`src/rtl/pipe_pkg.sv`:
```
// ----------------------------------------------------------------------------
// pipe_pkg
//   Shared pipeline definitions for the ID/EX stage and its consumers.
//   - alu_op_e  : ALUOp encodings seen by the ALU controller
//   - ex_ctl_t  : control bits carried from ID into EX
//   - EX_BUBBLE : all-zero control word (no valid instruction, no side effects)
// ----------------------------------------------------------------------------
package pipe_pkg;

    typedef enum logic [1:0] {
        ALUOP_ADD   = 2'b00,
        ALUOP_SUB   = 2'b01,
        ALUOP_RTYPE = 2'b10
    } alu_op_e;

    typedef struct packed {
        logic       valid;
        logic       reg_write;
        logic       mem_read;
        logic       mem_write;
        logic       mem_to_reg;
        logic       branch;
        logic       reg_dst;
        logic       alu_src;
        logic [1:0] alu_op;
    } ex_ctl_t;

    localparam ex_ctl_t EX_BUBBLE = '0;

endpackage

```
`src/rtl/load_use_detect.sv`:
```
// ----------------------------------------------------------------------------
// load_use_detect
//   Combinational load-use hazard compare between the load sitting in EX and
//   the instruction currently in ID.
//   Ports:
//     ex_valid, ex_mem_read, ex_rt  : instruction in EX (load destination = Rt)
//     id_valid, id_uses_rs/rt       : instruction in ID and which sources it reads
//     id_rs, id_rt                  : ID source specifiers
//     load_use                      : ID needs the loaded value next cycle
// ----------------------------------------------------------------------------
module load_use_detect #(
    parameter int unsigned REG_AW = 5
) (
    input  logic              ex_valid,
    input  logic              ex_mem_read,
    input  logic [REG_AW-1:0] ex_rt,
    input  logic              id_valid,
    input  logic              id_uses_rs,
    input  logic              id_uses_rt,
    input  logic [REG_AW-1:0] id_rs,
    input  logic [REG_AW-1:0] id_rt,
    output logic              load_use
);

    logic rs_hit;
    logic rt_hit;

    always_comb begin
        rs_hit   = id_uses_rs && (id_rs == ex_rt);
        rt_hit   = id_uses_rt && (id_rt == ex_rt);
        // Register 0 is hard-wired, so a load into it never creates a dependency.
        load_use = ex_valid && ex_mem_read && (ex_rt != '0) && id_valid
                   && (rs_hit || rt_hit);
    end

endmodule

```
`src/rtl/id_ex_stage.sv`:
```
// ----------------------------------------------------------------------------
// id_ex_stage
//   ID/EX pipeline register with load-use hazard detection.
//   Inputs : Id* decoded control, specifiers and operands; Hold (downstream
//            freeze); Flush (taken branch kills the ID instruction).
//   Outputs: Ex* registered copies (ExFuncCode = ExImm[5:0]); StallReq
//            (combinational, freezes PC and IF/ID); BubbleCnt (saturating
//            count of load-use bubbles).
//   Edge priority: Flush > Hold > LoadUse > normal load.
// ----------------------------------------------------------------------------
module id_ex_stage
    import pipe_pkg::*;
#(
    parameter int unsigned DATA_W = 32,
    parameter int unsigned REG_AW = 5,
    parameter int unsigned CNT_W  = 16
) (
    input  logic              clk,
    input  logic              rst_n,
    input  logic              IdValid,
    input  logic              IdRegWrite,
    input  logic              IdMemRead,
    input  logic              IdMemWrite,
    input  logic              IdMemtoReg,
    input  logic              IdBranch,
    input  logic              IdRegDst,
    input  logic              IdALUSrc,
    input  logic [1:0]        IdALUOp,
    input  logic              IdUsesRs,
    input  logic              IdUsesRt,
    input  logic [REG_AW-1:0] IdRs,
    input  logic [REG_AW-1:0] IdRt,
    input  logic [REG_AW-1:0] IdRd,
    input  logic [DATA_W-1:0] IdRD1,
    input  logic [DATA_W-1:0] IdRD2,
    input  logic [DATA_W-1:0] IdImm,
    input  logic [DATA_W-1:0] IdPC4,
    input  logic              Hold,
    input  logic              Flush,
    output logic              ExValid,
    output logic              ExRegWrite,
    output logic              ExMemRead,
    output logic              ExMemWrite,
    output logic              ExMemtoReg,
    output logic              ExBranch,
    output logic              ExRegDst,
    output logic              ExALUSrc,
    output logic [1:0]        ExALUOp,
    output logic [5:0]        ExFuncCode,
    output logic [REG_AW-1:0] ExRs,
    output logic [REG_AW-1:0] ExRt,
    output logic [REG_AW-1:0] ExRd,
    output logic [DATA_W-1:0] ExRD1,
    output logic [DATA_W-1:0] ExRD2,
    output logic [DATA_W-1:0] ExImm,
    output logic [DATA_W-1:0] ExPC4,
    output logic              StallReq,
    output logic [CNT_W-1:0]  BubbleCnt
);

    ex_ctl_t             ctl_q, ctl_d;
    ex_ctl_t             id_ctl;
    ex_ctl_t             bubble_ctl;
    logic [REG_AW-1:0]   rs_q, rs_d, rt_q, rt_d, rd_q, rd_d;
    logic [DATA_W-1:0]   rd1_q, rd1_d, rd2_q, rd2_d, imm_q, imm_d, pc4_q, pc4_d;
    logic [CNT_W-1:0]    bubble_cnt_q, bubble_cnt_d;
    logic                load_use;
    logic                load_fields;

    load_use_detect #(
        .REG_AW (REG_AW)
    ) u_load_use_detect (
        .ex_valid    (ctl_q.valid),
        .ex_mem_read (ctl_q.mem_read),
        .ex_rt       (rt_q),
        .id_valid    (IdValid),
        .id_uses_rs  (IdUsesRs),
        .id_uses_rt  (IdUsesRt),
        .id_rs       (IdRs),
        .id_rt       (IdRt),
        .load_use    (load_use)
    );

    // A flush overrides both hold and the hazard, so it never asks for a stall.
    assign StallReq = !Flush && (Hold || load_use);

    always_comb begin
        id_ctl = '{valid:      IdValid,
                   reg_write:  IdRegWrite,
                   mem_read:   IdMemRead,
                   mem_write:  IdMemWrite,
                   mem_to_reg: IdMemtoReg,
                   branch:     IdBranch,
                   reg_dst:    IdRegDst,
                   alu_src:    IdALUSrc,
                   alu_op:     IdALUOp};

        // Bubble clears every side-effecting bit; RegDst/ALUSrc only steer
        // muxes, so they follow ID like the data fields.
        bubble_ctl         = EX_BUBBLE;
        bubble_ctl.reg_dst = IdRegDst;
        bubble_ctl.alu_src = IdALUSrc;

        ctl_d        = ctl_q;
        bubble_cnt_d = bubble_cnt_q;
        load_fields  = Flush || !Hold;

        if (Flush) begin
            ctl_d = bubble_ctl;
        end else if (Hold) begin
            ctl_d = ctl_q;
        end else if (load_use) begin
            ctl_d = bubble_ctl;
            if (bubble_cnt_q != '1) begin
                bubble_cnt_d = bubble_cnt_q + CNT_W'(1);
            end
        end else begin
            ctl_d = id_ctl;
        end

        rs_d  = load_fields ? IdRs  : rs_q;
        rt_d  = load_fields ? IdRt  : rt_q;
        rd_d  = load_fields ? IdRd  : rd_q;
        rd1_d = load_fields ? IdRD1 : rd1_q;
        rd2_d = load_fields ? IdRD2 : rd2_q;
        imm_d = load_fields ? IdImm : imm_q;
        pc4_d = load_fields ? IdPC4 : pc4_q;
    end

    always_ff @(posedge clk or negedge rst_n) begin
        if (!rst_n) begin
            ctl_q        <= EX_BUBBLE;
            rs_q         <= '0;
            rt_q         <= '0;
            rd_q         <= '0;
            rd1_q        <= '0;
            rd2_q        <= '0;
            imm_q        <= '0;
            pc4_q        <= '0;
            bubble_cnt_q <= '0;
        end else begin
            ctl_q        <= ctl_d;
            rs_q         <= rs_d;
            rt_q         <= rt_d;
            rd_q         <= rd_d;
            rd1_q        <= rd1_d;
            rd2_q        <= rd2_d;
            imm_q        <= imm_d;
            pc4_q        <= pc4_d;
            bubble_cnt_q <= bubble_cnt_d;
        end
    end

    assign ExValid    = ctl_q.valid;
    assign ExRegWrite = ctl_q.reg_write;
    assign ExMemRead  = ctl_q.mem_read;
    assign ExMemWrite = ctl_q.mem_write;
    assign ExMemtoReg = ctl_q.mem_to_reg;
    assign ExBranch   = ctl_q.branch;
    assign ExRegDst   = ctl_q.reg_dst;
    assign ExALUSrc   = ctl_q.alu_src;
    assign ExALUOp    = ctl_q.alu_op;
    assign ExFuncCode = imm_q[5:0];
    assign ExRs       = rs_q;
    assign ExRt       = rt_q;
    assign ExRd       = rd_q;
    assign ExRD1      = rd1_q;
    assign ExRD2      = rd2_q;
    assign ExImm      = imm_q;
    assign ExPC4      = pc4_q;
    assign BubbleCnt  = bubble_cnt_q;

endmodule

```
`config.mk`:
```
export PLATFORM = sky130hd
export DESIGN_NAME = id_ex_stage
export DESIGN_NICKNAME = d
export VERILOG_FILES = /design/src/rtl/pipe_pkg.sv /design/src/rtl/load_use_detect.sv /design/src/rtl/id_ex_stage.sv
export SDC_FILE = /design/constraint.sdc
export NUM_CORES = 1
export LEC_CHECK = 0
export CELL_PAD_IN_SITES_DETAIL_PLACEMENT = 0
export CELL_PAD_IN_SITES_GLOBAL_PLACEMENT = 1
export CORE_AREA = 2 2 158 160
export CTS_BUF_LIST = sky130_fd_sc_hd__clkbuf_16
export DETAILED_ROUTE_END_ITERATION = 16
export DIE_AREA = 0 0 160 162
export GPL_TIMING_DRIVEN = 0
export PLACE_DENSITY = 0.78
export SLEW_MARGIN = 20
export SYNTH_ARGS = -nofsm -noshare
export SYNTH_HDL_FRONTEND = slang
export SYNTH_HIERARCHICAL = 1
export SYNTH_SLANG_ARGS = --single-unit
```
`constraint.sdc`:
```
create_clock -name clk -period 2.6 [get_ports clk]
set_input_delay 0.52 -clock clk [delete_from_list [all_inputs] [get_ports clk]]
set_output_delay 0.52 -clock clk [all_outputs]
set_load 0.02 [all_outputs]
```
==> Word-level counts from Yosys, hierarchy flattened <==
Index checks and enable logic that the tools add are counted.
{ "totals": {"word_cells": 41, "out_inout_bits": 176, "input_bits": 159, "reg_bits": 169} }
{ "classes": {"n_bitwise": 2, "reduce_logical": 14, "n_addsub": 1, "n_mux": 3, "n_eq_ne": 4} }
{ "ops": {"columns": ["cell", "n"], "rows": [
  ["$mux W10", 3],
  ["$add A16 B1 Y16 const B", 1],
  ["$ne A16 B16 Y1 const B", 1],
  ["$eq A5 B5 Y1", 2],
  ["$logic_and A1 B1 Y1", 7],
  ["$reduce_bool A5 Y1", 1],
  ["$reduce_and A4 Y1", 1],
  ["$logic_or A1 B1 Y1", 3],
  ["$logic_not A1 Y1", 2],
  ["$ne A2 B1 Y1 const B", 1],
  ["$not A1 Y1", 2]
]} }

==> Logic depth before layout (Yosys ltp) <==
Gate-level depths: netlist of run 1.
{ "depth": {"ltp_word": 7, "ltp_mapped": 10, "ltp_nobuf": 8} }

==> By module <==
Netlist of run 1, hierarchy kept.
{ "modules_own_cells": {"columns": ["module", "area_per_inst_um2", "seq_area_each_um2", "n_inst", "cells_each"], "rows": [
  ["id_ex_stage", 6547.5, 4229.1, 1, 422],
  ["load_use_detect", 131.4, 0.0, 1, 17]
]} }

==> Worst setup path after synthesis of run 1 <==
OpenSTA, ideal clock, no wires.
{ "synth_path": {"path_kind": "reg2reg", "start": "register rt_q[1] (netlist: ExRt[1])", "end": "register bubble_cnt_q[9] (netlist: BubbleCnt[9])", "setup_time_ns": 0.080, "period_less_slack_ns": 2.748, "n_path_buf": 2, "stages_incl_launch_ff": 11, "required_ns": 2.520, "arrival_time_ns": 2.668, "slack_ns": -0.148, "path_cell_list": "dfrtp_1 -> xor2_1 -> nor4_1 -> nand3_1 -> a21oi_1 -> buf_6 -> or3b_1 -> buf_6 -> or4_4 -> nor3b_2 -> xor2_1"} }
{ "synth_via": {"elab_chain_cells": 5, "elab_cells_between_ends": 10, "classes_between": "2 x eq/ne; 8 x reduce/logical"} }
{ "synth_lines": {"columns": ["item", "line", "rtl"], "rows": [
  ["start, declared", "id_ex_stage.sv:64", "logic [REG_AW-1:0] rs_q, rs_d, rt_q, rt_d, rd_q, rd_d;"],
  ["start signal, assigned", "id_ex_stage.sv:144", "rt_q <= rt_d;"],
  ["$eq A5 B5 Y1 (tied with other cells)", "load_use_detect.sv:29", "rs_hit = id_uses_rs && (id_rs == ex_rt);"],
  ["$logic_and A1 B1 Y1, on equally long branches", "load_use_detect.sv:29, load_use_detect.sv:30, load_use_detect.sv:32", null],
  ["$logic_or A1 B1 Y1 / $logic_and A1 B1 Y1 (equally long branches)", "load_use_detect.sv:33, load_use_detect.sv:32", null],
  ["$logic_and A1 B1 Y1 *", "load_use_detect.sv:33", "&& (rs_hit || rt_hit);"],
  ["via load_use", "id_ex_stage.sv:67", "logic load_use;"],
  ["$reduce_and A4 Y1 (no line) *", null, null],
  ["end signal, assigned", "id_ex_stage.sv:150", "bubble_cnt_q <= bubble_cnt_d;"],
  ["end, declared", "id_ex_stage.sv:66", "logic [CNT_W-1:0] bubble_cnt_q, bubble_cnt_d;"]
]} }
The timed path passes the listed nets; every way through them passes the cells marked *.
A chain may end at the register's enable or synchronous reset.

==> Worst setup path in the final report of run 1 <==
{ "layout_path": {"start": "register rt_q[3] (netlist: ExRt[3])", "end": "output port StallReq"} }
{ "layout_via": {"elab_chain_cells": 6, "elab_cells_between_ends": 11, "classes_between": "2 x eq/ne; 9 x reduce/logical"} }
{ "layout_lines": {"columns": ["item", "line", "rtl"], "rows": [
  ["$eq A5 B5 Y1 (tied with other cells)", "load_use_detect.sv:29", null],
  ["$logic_and A1 B1 Y1, on equally long branches", "load_use_detect.sv:29, load_use_detect.sv:30, load_use_detect.sv:32", null],
  ["$logic_or A1 B1 Y1 / $logic_and A1 B1 Y1 (equally long branches)", "load_use_detect.sv:33, load_use_detect.sv:32", null],
  ["$logic_and A1 B1 Y1 *", "load_use_detect.sv:33", null],
  ["via load_use", "id_ex_stage.sv:67", null],
  ["$logic_or A1 B1 Y1 *", "id_ex_stage.sv:85", "assign StallReq = !Flush && (Hold || load_use);"],
  ["$logic_and A1 B1 Y1 *", "id_ex_stage.sv:85", null],
  ["end, declared", "id_ex_stage.sv:57", "output logic StallReq,"]
]} }
Marked as above.

==> results of run 1 <==
[Yosys cell counts (all sizes together)]
master / number / share of area
or3b: 1 / 0.0013
nor4b: 2 / 0.0026
a31oi: 2 / 0.0019
nor2: 14 / 0.0079
ha: 1 / 0.0019
a21oi: 10 / 0.0075
a22oi: 1 / 0.0011
nor3: 5 / 0.0045
or4: 2 / 0.0028
mux2: 146 / 0.25
a41oi: 2 / 0.0026
o21ai: 1 / 0.00075
nand2: 1 / 0.00056
xor2: 17 / 0.022
nor3b: 9 / 0.011
nand3: 9 / 0.0067
nor2b: 2 / 0.0019
nor4: 5 / 0.0056
clkbuf: 12 / 0.0067
o21a: 1 / 0.0011
o2111ai: 2 / 0.0026
nand2b: 1 / 0.00094
buf: 15 / 0.016
dfrtp: 169 / 0.63
inv: 1 / 0.00056
xnor2: 4 / 0.0052
nand4: 3 / 0.0028
and4b: 1 / 0.0015
[worst reg2reg max path: cells and delay by family (launching register included)]
kind | cells | cell delay [ns]
compound gates | 1 | 0.16
xor+xnor | 2 | 0.32
buf+inv | 1 | 0.12
flops | 1 | 0.42
simple gates | 5 | 1.56
[worst max-delay path by stage]
stage,slack (ns),start,end,cells past startpoint
2_1_floorplan,-0.05,IdRs[1],BubbleCnt[9]$_DFFE_PN0P_,10
3_3_place_gp,-7.08,rst_n,ExRt[0]$_DFFE_PN0P_,1
4_1_cts,-0.16,ExRt[3]$_DFFE_PN0P_,BubbleCnt[11]$_DFFE_PN0P_,10
6_report,-0.06,ExRt[3]$_DFFE_PN0P_,StallReq,7
5_1_grt,-0.18,ExRt[4]$_DFFE_PN0P_,BubbleCnt[11]$_DFFE_PN0P_,9
3_5_place_dp,-0.89,IdRs[1],BubbleCnt[14]$_DFFE_PN0P_,11
[where the power goes]
part           switching [mW]  total, mW  internal, mW
sequential              0.105       2.93          2.83
combinational           0.578       1.34         0.760
clock                    1.19       2.55          1.36
[routing by layer]
layer,GRT usage,share of wire,vias to the layer above
li1,-,-,2288
met1,0.177,0.41,2377
met2,0.232,0.49,198
met3,0.0521,0.082,14
met4,0.0422,0.0097,2
met5,0,0.00070,-
[cell type report]
class	count	area, sq um	area share
buffer	25	140	0.0126
clock buffer	17	425	0.0381
clock inverter	15	159	0.0142
inverter	1	3.75	0.000336
multi-input combinational	242	2390	0.214
sequential	169	4230	0.379
tap	324	405	0.0363
timing repair buffer	341	3410	0.305
[sequential cells by signal (all words and copies together), names as in the netlist, 2 cells and up]
| name | flops |
|---|---|
| ExImm | 32 |
| ExPC4 | 32 |
| ExRD2 | 32 |
| ExRt | 5 |
| ExRD1 | 32 |
| ExRs | 5 |
| ExRd | 5 |
| BubbleCnt | 16 |
| ExALUOp | 2 |
[metrics by stage]
step | cells | setup TNS (ns) | utilization | power (mW) | hold WS, ns
after global placement | 1096 | -1164.46 | 0.433 | 4.31 | 0.482
final | 1134 | -0.139 | 0.463 | 6.82 | 0.0732
after detailed placement | 1097 | -84.46 | 0.434 | 4.33 | 0.494
after floorplan | 439 | -0.117 | - | 3.52 | 0.224
after CTS | 1134 | -0.575 | 0.460 | 6.92 | 0.110
after global routing | 1134 | -1.33 | 0.463 | 7.13 | 0.114
[what timing repair did]
action	4_1_cts	5_1_grt
buffers inserted	6	1
gates resized for setup	16	16
endpoints found under the setup margin	87	16
hold buffers	0	0
gates cloned	0	0
pin swaps	12	9
[cell families after synthesis]
family | synth area share
compound gates | 0.0176
xor+xnor | 0.0275
fa+ha+maj | 0.00187
buf+inv | 0.0236
flops | 0.633
mux | 0.246
simple gates | 0.0500
==> impl_metrics.json, run 1 <==
{
  "fin_skew_ns": 0.0101,
  "fmax_mhz": 377,
  "critPathMaxStageDelay_ns": 0.55,
  "layout_commonest_cell": "clkdlybuf4s50_1",
  "htreeDepth": 4,
  "maxCapViolations": 0,
  "r2r_end": "BubbleCnt[11]$_DFFE_PN0P_",
  "setup_viol": 3,
  "cts_buffer_depth": 2,
  "ys_seq_elements": 169,
  "cp_max_fo": 5,
  "critical_path.top_delay_family": "simple AND/OR/NAND/NOR gates",
  "diodes": 0,
  "cp-end-kind": "output pin",
  "cp_slowest_cell": "or4_4",
  "avgRoutedWirePerCell_um": 16.3,
  "postRouteAntennaNets": 0,
  "status": "finished with violations",
  "violations": "setup timing",
  "io_buffers": 333,
  "place_area_sq_mm": 0.0105,
  "power_density_mw_per_mm2": 611,
  "r2r_start": "ExRt[2]$_DFFE_PN0P_",
  "die_w_um": 160,
  "drive_gt1_frac": 0.278,
  "fin_crit_sh": 1.02,
  "area_growth_pct": 67.1,
  "initial_core_util": 0.277,
  "maxSlewHeadroom": 0.256,
  "insertion_delay_ns": 0.42,
  "grt_max_degree": 89,
  "place_congestion": 0.772,
  "yosys_warnings": 6,
  "cts_inserted_buffers": 17,
  "pre_cts_slack_ns": -0.891,
  "ir_drop_mv": 0.369,
  "routed_via_density": 4.30,
  "final_cell_mix": "323 x clkdlybuf4s50_1, 165 x dfrtp_1, 146 x mux2_2",
  "seq_area_frac_synth": 0.633,
  "dr.pass1.iters": 4,
  "pin_count": 335,
  "core_area_sq_mm": 0.0241,
  "avgSynthCellArea_sq_um": 15.2,
  "drv_slew": 0,
  "fin_area_sq_mm": 0.0112,
  "cts_sinks": 169,
  "num_vias": 4879,
  "synthCells": 439,
  "path_buf_inv": 2,
  "hpwl_um": 13800,
  "clkTransAtPathRegs_ns": 0.07,
  "fillers": 2237,
  "nNetsFinal": 957,
  "syn_area_sq_mm": 0.00668,
  "cts-root-buf": "clkbuf_16",
  "crit_required_ns": 2.08,
  "wl_um": 18500,
  "r2r_slack_ns": -0.05,
  "tightest_slew_ns": 1.11,
  "finalHoldViolCount": 0,
  "grt.overflow.total": 0,
  "period_needed_ns": 2.66,
  "worstPathCellList": "or4_4, o2111ai_2, a21oi_2, buf_6, nor2_2, nor2_1, buf_2",
  "tritoncts": "yes",
  "rsz0062_at_grt": "true",
  "die_height_um": 162,
  "gr-usage-all-layers": 0.142,
  "leakage_nw": 4.58,
  "num_rows": 57,
  "critPathLaunchType": "register",
  "grt_first_pass_wirelength_um": 29000,
  "grt_pass1_vias": 5145,
  "die_area_sq_mm": 0.0259,
  "reg2regPathDepth": 9,
  "hp-class": "input port to asynchronous set/reset pin",
  "syn_nets": 599,
  "crit_arrival_ns": 2.14,
  "setup_ws_ns": -0.0558,
  "ys_types": 34,
  "worst-setup-path-type": "register to output pin",
  "route.detailed.drc": 0,
  "drt_first_iter_violations": 189,
  "grt_antenna_before_repair": 1
}
(Power assumes the default switching activity.)
==> run 2, diff against run 1 <==
--- a/config.mk
+++ b/config.mk
@@ -7,12 +7,12 @@
 export LEC_CHECK = 0
 export CELL_PAD_IN_SITES_DETAIL_PLACEMENT = 0
 export CELL_PAD_IN_SITES_GLOBAL_PLACEMENT = 1
-export CORE_AREA = 2 2 158 160
-export CTS_BUF_LIST = sky130_fd_sc_hd__clkbuf_16
+export CORE_AREA = 2 2 148 150
+export CTS_BUF_LIST = sky130_fd_sc_hd__clkbuf_8
 export DETAILED_ROUTE_END_ITERATION = 16
-export DIE_AREA = 0 0 160 162
+export DIE_AREA = 0 0 150 152
 export GPL_TIMING_DRIVEN = 0
-export PLACE_DENSITY = 0.78
+export PLACE_DENSITY = 0.84
 export SLEW_MARGIN = 20
 export SYNTH_ARGS = -nofsm -noshare
 export SYNTH_HDL_FRONTEND = slang
==> constraint.sdc (replaced) <==
create_clock -name clk -period 3 [get_ports clk]
set_input_delay 0.6 -clock clk [delete_from_list [all_inputs] [get_ports clk]]
set_output_delay 0.6 -clock clk [all_outputs]
set_load 0.02 [all_outputs]
==> run 2 against run 1 <==
The flow now finishes without violations. Cell count is 4.2% lower. Worst hold slack better by 0.027 ns. Non-clock buffer count is 3 lower. Global-route usage rose by 1.5 points. Critical path depth is the same. Core utilization grew 4.3 points. Sequential power decreased by 13%. First-iteration DRC count is 30% lower. Register-to-register slack better by 0.31 ns. Wire length down 3.2%. Critical endpoint unchanged.
==> impl_metrics.json, run 2 (synthesis gave the netlist of run 1 again) <==
{
  "tns_ns": 0,
  "reg2regPathDepth": 10,
  "drv_slew": 0,
  "crit_arrival_ns": 2.25,
  "crit_required_ns": 2.40,
  "grt.overflow.total": 0,
  "wl_um": 17900,
  "fin_crit_sh": 0.949,
  "grt_first_pass_wirelength_um": 28000,
  "gr-usage-all-layers": 0.157,
  "place_area_sq_mm": 0.0104,
  "hpwl_um": 13500,
  "cp-end-kind": "output pin",
  "die_height_um": 152,
  "avgRoutedWirePerCell_um": 16.5,
  "route.detailed.drc": 0,
  "maxCapViolations": 0,
  "nNetsFinal": 954,
  "drive_gt1_frac": 0.256,
  "hold_ws_ns": 0.0999,
  "fin_area_sq_mm": 0.0108,
  "layout_commonest_cell": "clkdlybuf4s50_1",
  "period_needed_ns": 2.85,
  "ir_drop_mv": 0.240,
  "io_buffers": 333,
  "finalHoldViolCount": 0,
  "fin_skew_ns": 0.0163,
  "cp_max_fo": 8,
  "tightest_slew_ns": 0.744,
  "die_area_sq_mm": 0.0228,
  "clkTransAtPathRegs_ns": 0.10,
  "grt_pass1_vias": 5214,
  "drt_first_iter_violations": 133,
  "r2r_slack_ns": 0.26,
  "setup_viol": 0,
  "insertion_delay_ns": 0.45,
  "cts-root-buf": "clkbuf_8",
  "pin_count": 335,
  "num_rows": 54,
  "cts_buffer_depth": 2,
  "die_w_um": 150,
  "status": "finished, final reports clean",
  "place_congestion": 0.748,
  "power_density_mw_per_mm2": 483,
  "final_cells": 1086,
  "initial_core_util": 0.313,
  "maxSlewHeadroom": 0.504,
  "cts_inserted_buffers": 17,
  "dp.cells": 1053,
  "tritoncts": "yes",
  "hp-class": "input port to asynchronous set/reset pin",
  "final_cell_mix": "329 x clkdlybuf4s50_1, 169 x dfrtp_1, 146 x mux2_2",
  "r2r_start": "ExRt[1]$_DFFE_PN0P_",
  "routed_via_density": 4.50,
  "cts_sinks": 169,
  "critPathLaunchType": "register",
  "fmax_mhz": 351,
  "r2r_end": "BubbleCnt[9]$_DFFE_PN0P_",
  "core_area_sq_mm": 0.0214,
  "dr.pass1.iters": 4,
  "grt_max_degree": 86,
  "diodes": 0,
  "area_growth_pct": 61.6,
  "num_vias": 4882,
  "postRouteAntennaNets": 0,
  "htreeDepth": 4,
  "utilization": 0.506,
  "worst-setup-path-type": "register to output pin",
  "grt_antenna_before_repair": 0,
  "leakage_nw": 4.45
}
[run 2: cell count changes in the layout (fill, tap and decap cells not counted), sizes merged]
cell / change
dlymetal6s2s: +1
clkbuf: +1
inv: -3
bufinv: -1
clkinvlp: +1
clkinv: +1
buf: -3
clkdlybuf4s50: +6
dlygate4sd2: -7
[run 2: worst max-delay path: stages (launching register included)]
cell       delay, ns
dfrtp_1         0.47
or4_1           0.55
o2111ai_1       0.25
a21oi_2         0.06
buf_6           0.14
nor2_1          0.13
nor2_1          0.05
buf_2           0.16
[run 2: per-layer routing]
metal  global-route usage  vias up  part of all wire
met5                    0        -                 0
met4               0.0580        0             0.023
met3               0.0589       31             0.083
met2                0.273      202              0.51
met1                0.174     2382              0.39
li1                     -     2267                 -
[run 2: through the flow]
step	total power, mW	setup slack (ns)
after floorplan	3.05	0.187
after global placement	3.73	-6.01
after detailed placement	3.75	-0.485
after CTS	5.30	0.00995
after global routing	5.47	-0.0166
final	5.21	0.154
[run 2: where the power goes]
group	switching, mW	internal, mW	total (mW)
sequential	0.0941	2.45	2.54
combinational	0.493	0.656	1.15
clock	0.910	0.615	1.52
total	1.50	3.72	5.21
[run 2: repair_timing]
action,CTS,global route
hold buffers,0,0
buffers inserted,0,3
endpoints found under the setup margin,1,19
cloned,0,0
pin swaps,1,7
gates resized for setup,4,6
[run 2: worst max-delay path by stage]
stage	cells after the start	end	start
floorplan	10	BubbleCnt[9]$_DFFE_PN0P_	IdRt[1]
global placement	1	ExPC4[9]$_DFFE_PN0P_	rst_n
detailed placement	11	BubbleCnt[14]$_DFFE_PN0P_	IdRs[2]
CTS	11	BubbleCnt[14]$_DFFE_PN0P_	IdRs[4]
global route	11	BubbleCnt[13]$_DFFE_PN0P_	IdRt[0]
finish	7	StallReq	ExRt[4]$_DFFE_PN0P_
[run 2: area by class of cell]
cell class,instances,area (sq um)
sequential,169,4230
clock buffer,18,248
buffer,26,150
clock inverter,13,111
inverter,1,3.75
tap,280,350
multi-input combinational,242,2310
fill,1929,10600
timing repair buffer,337,3390
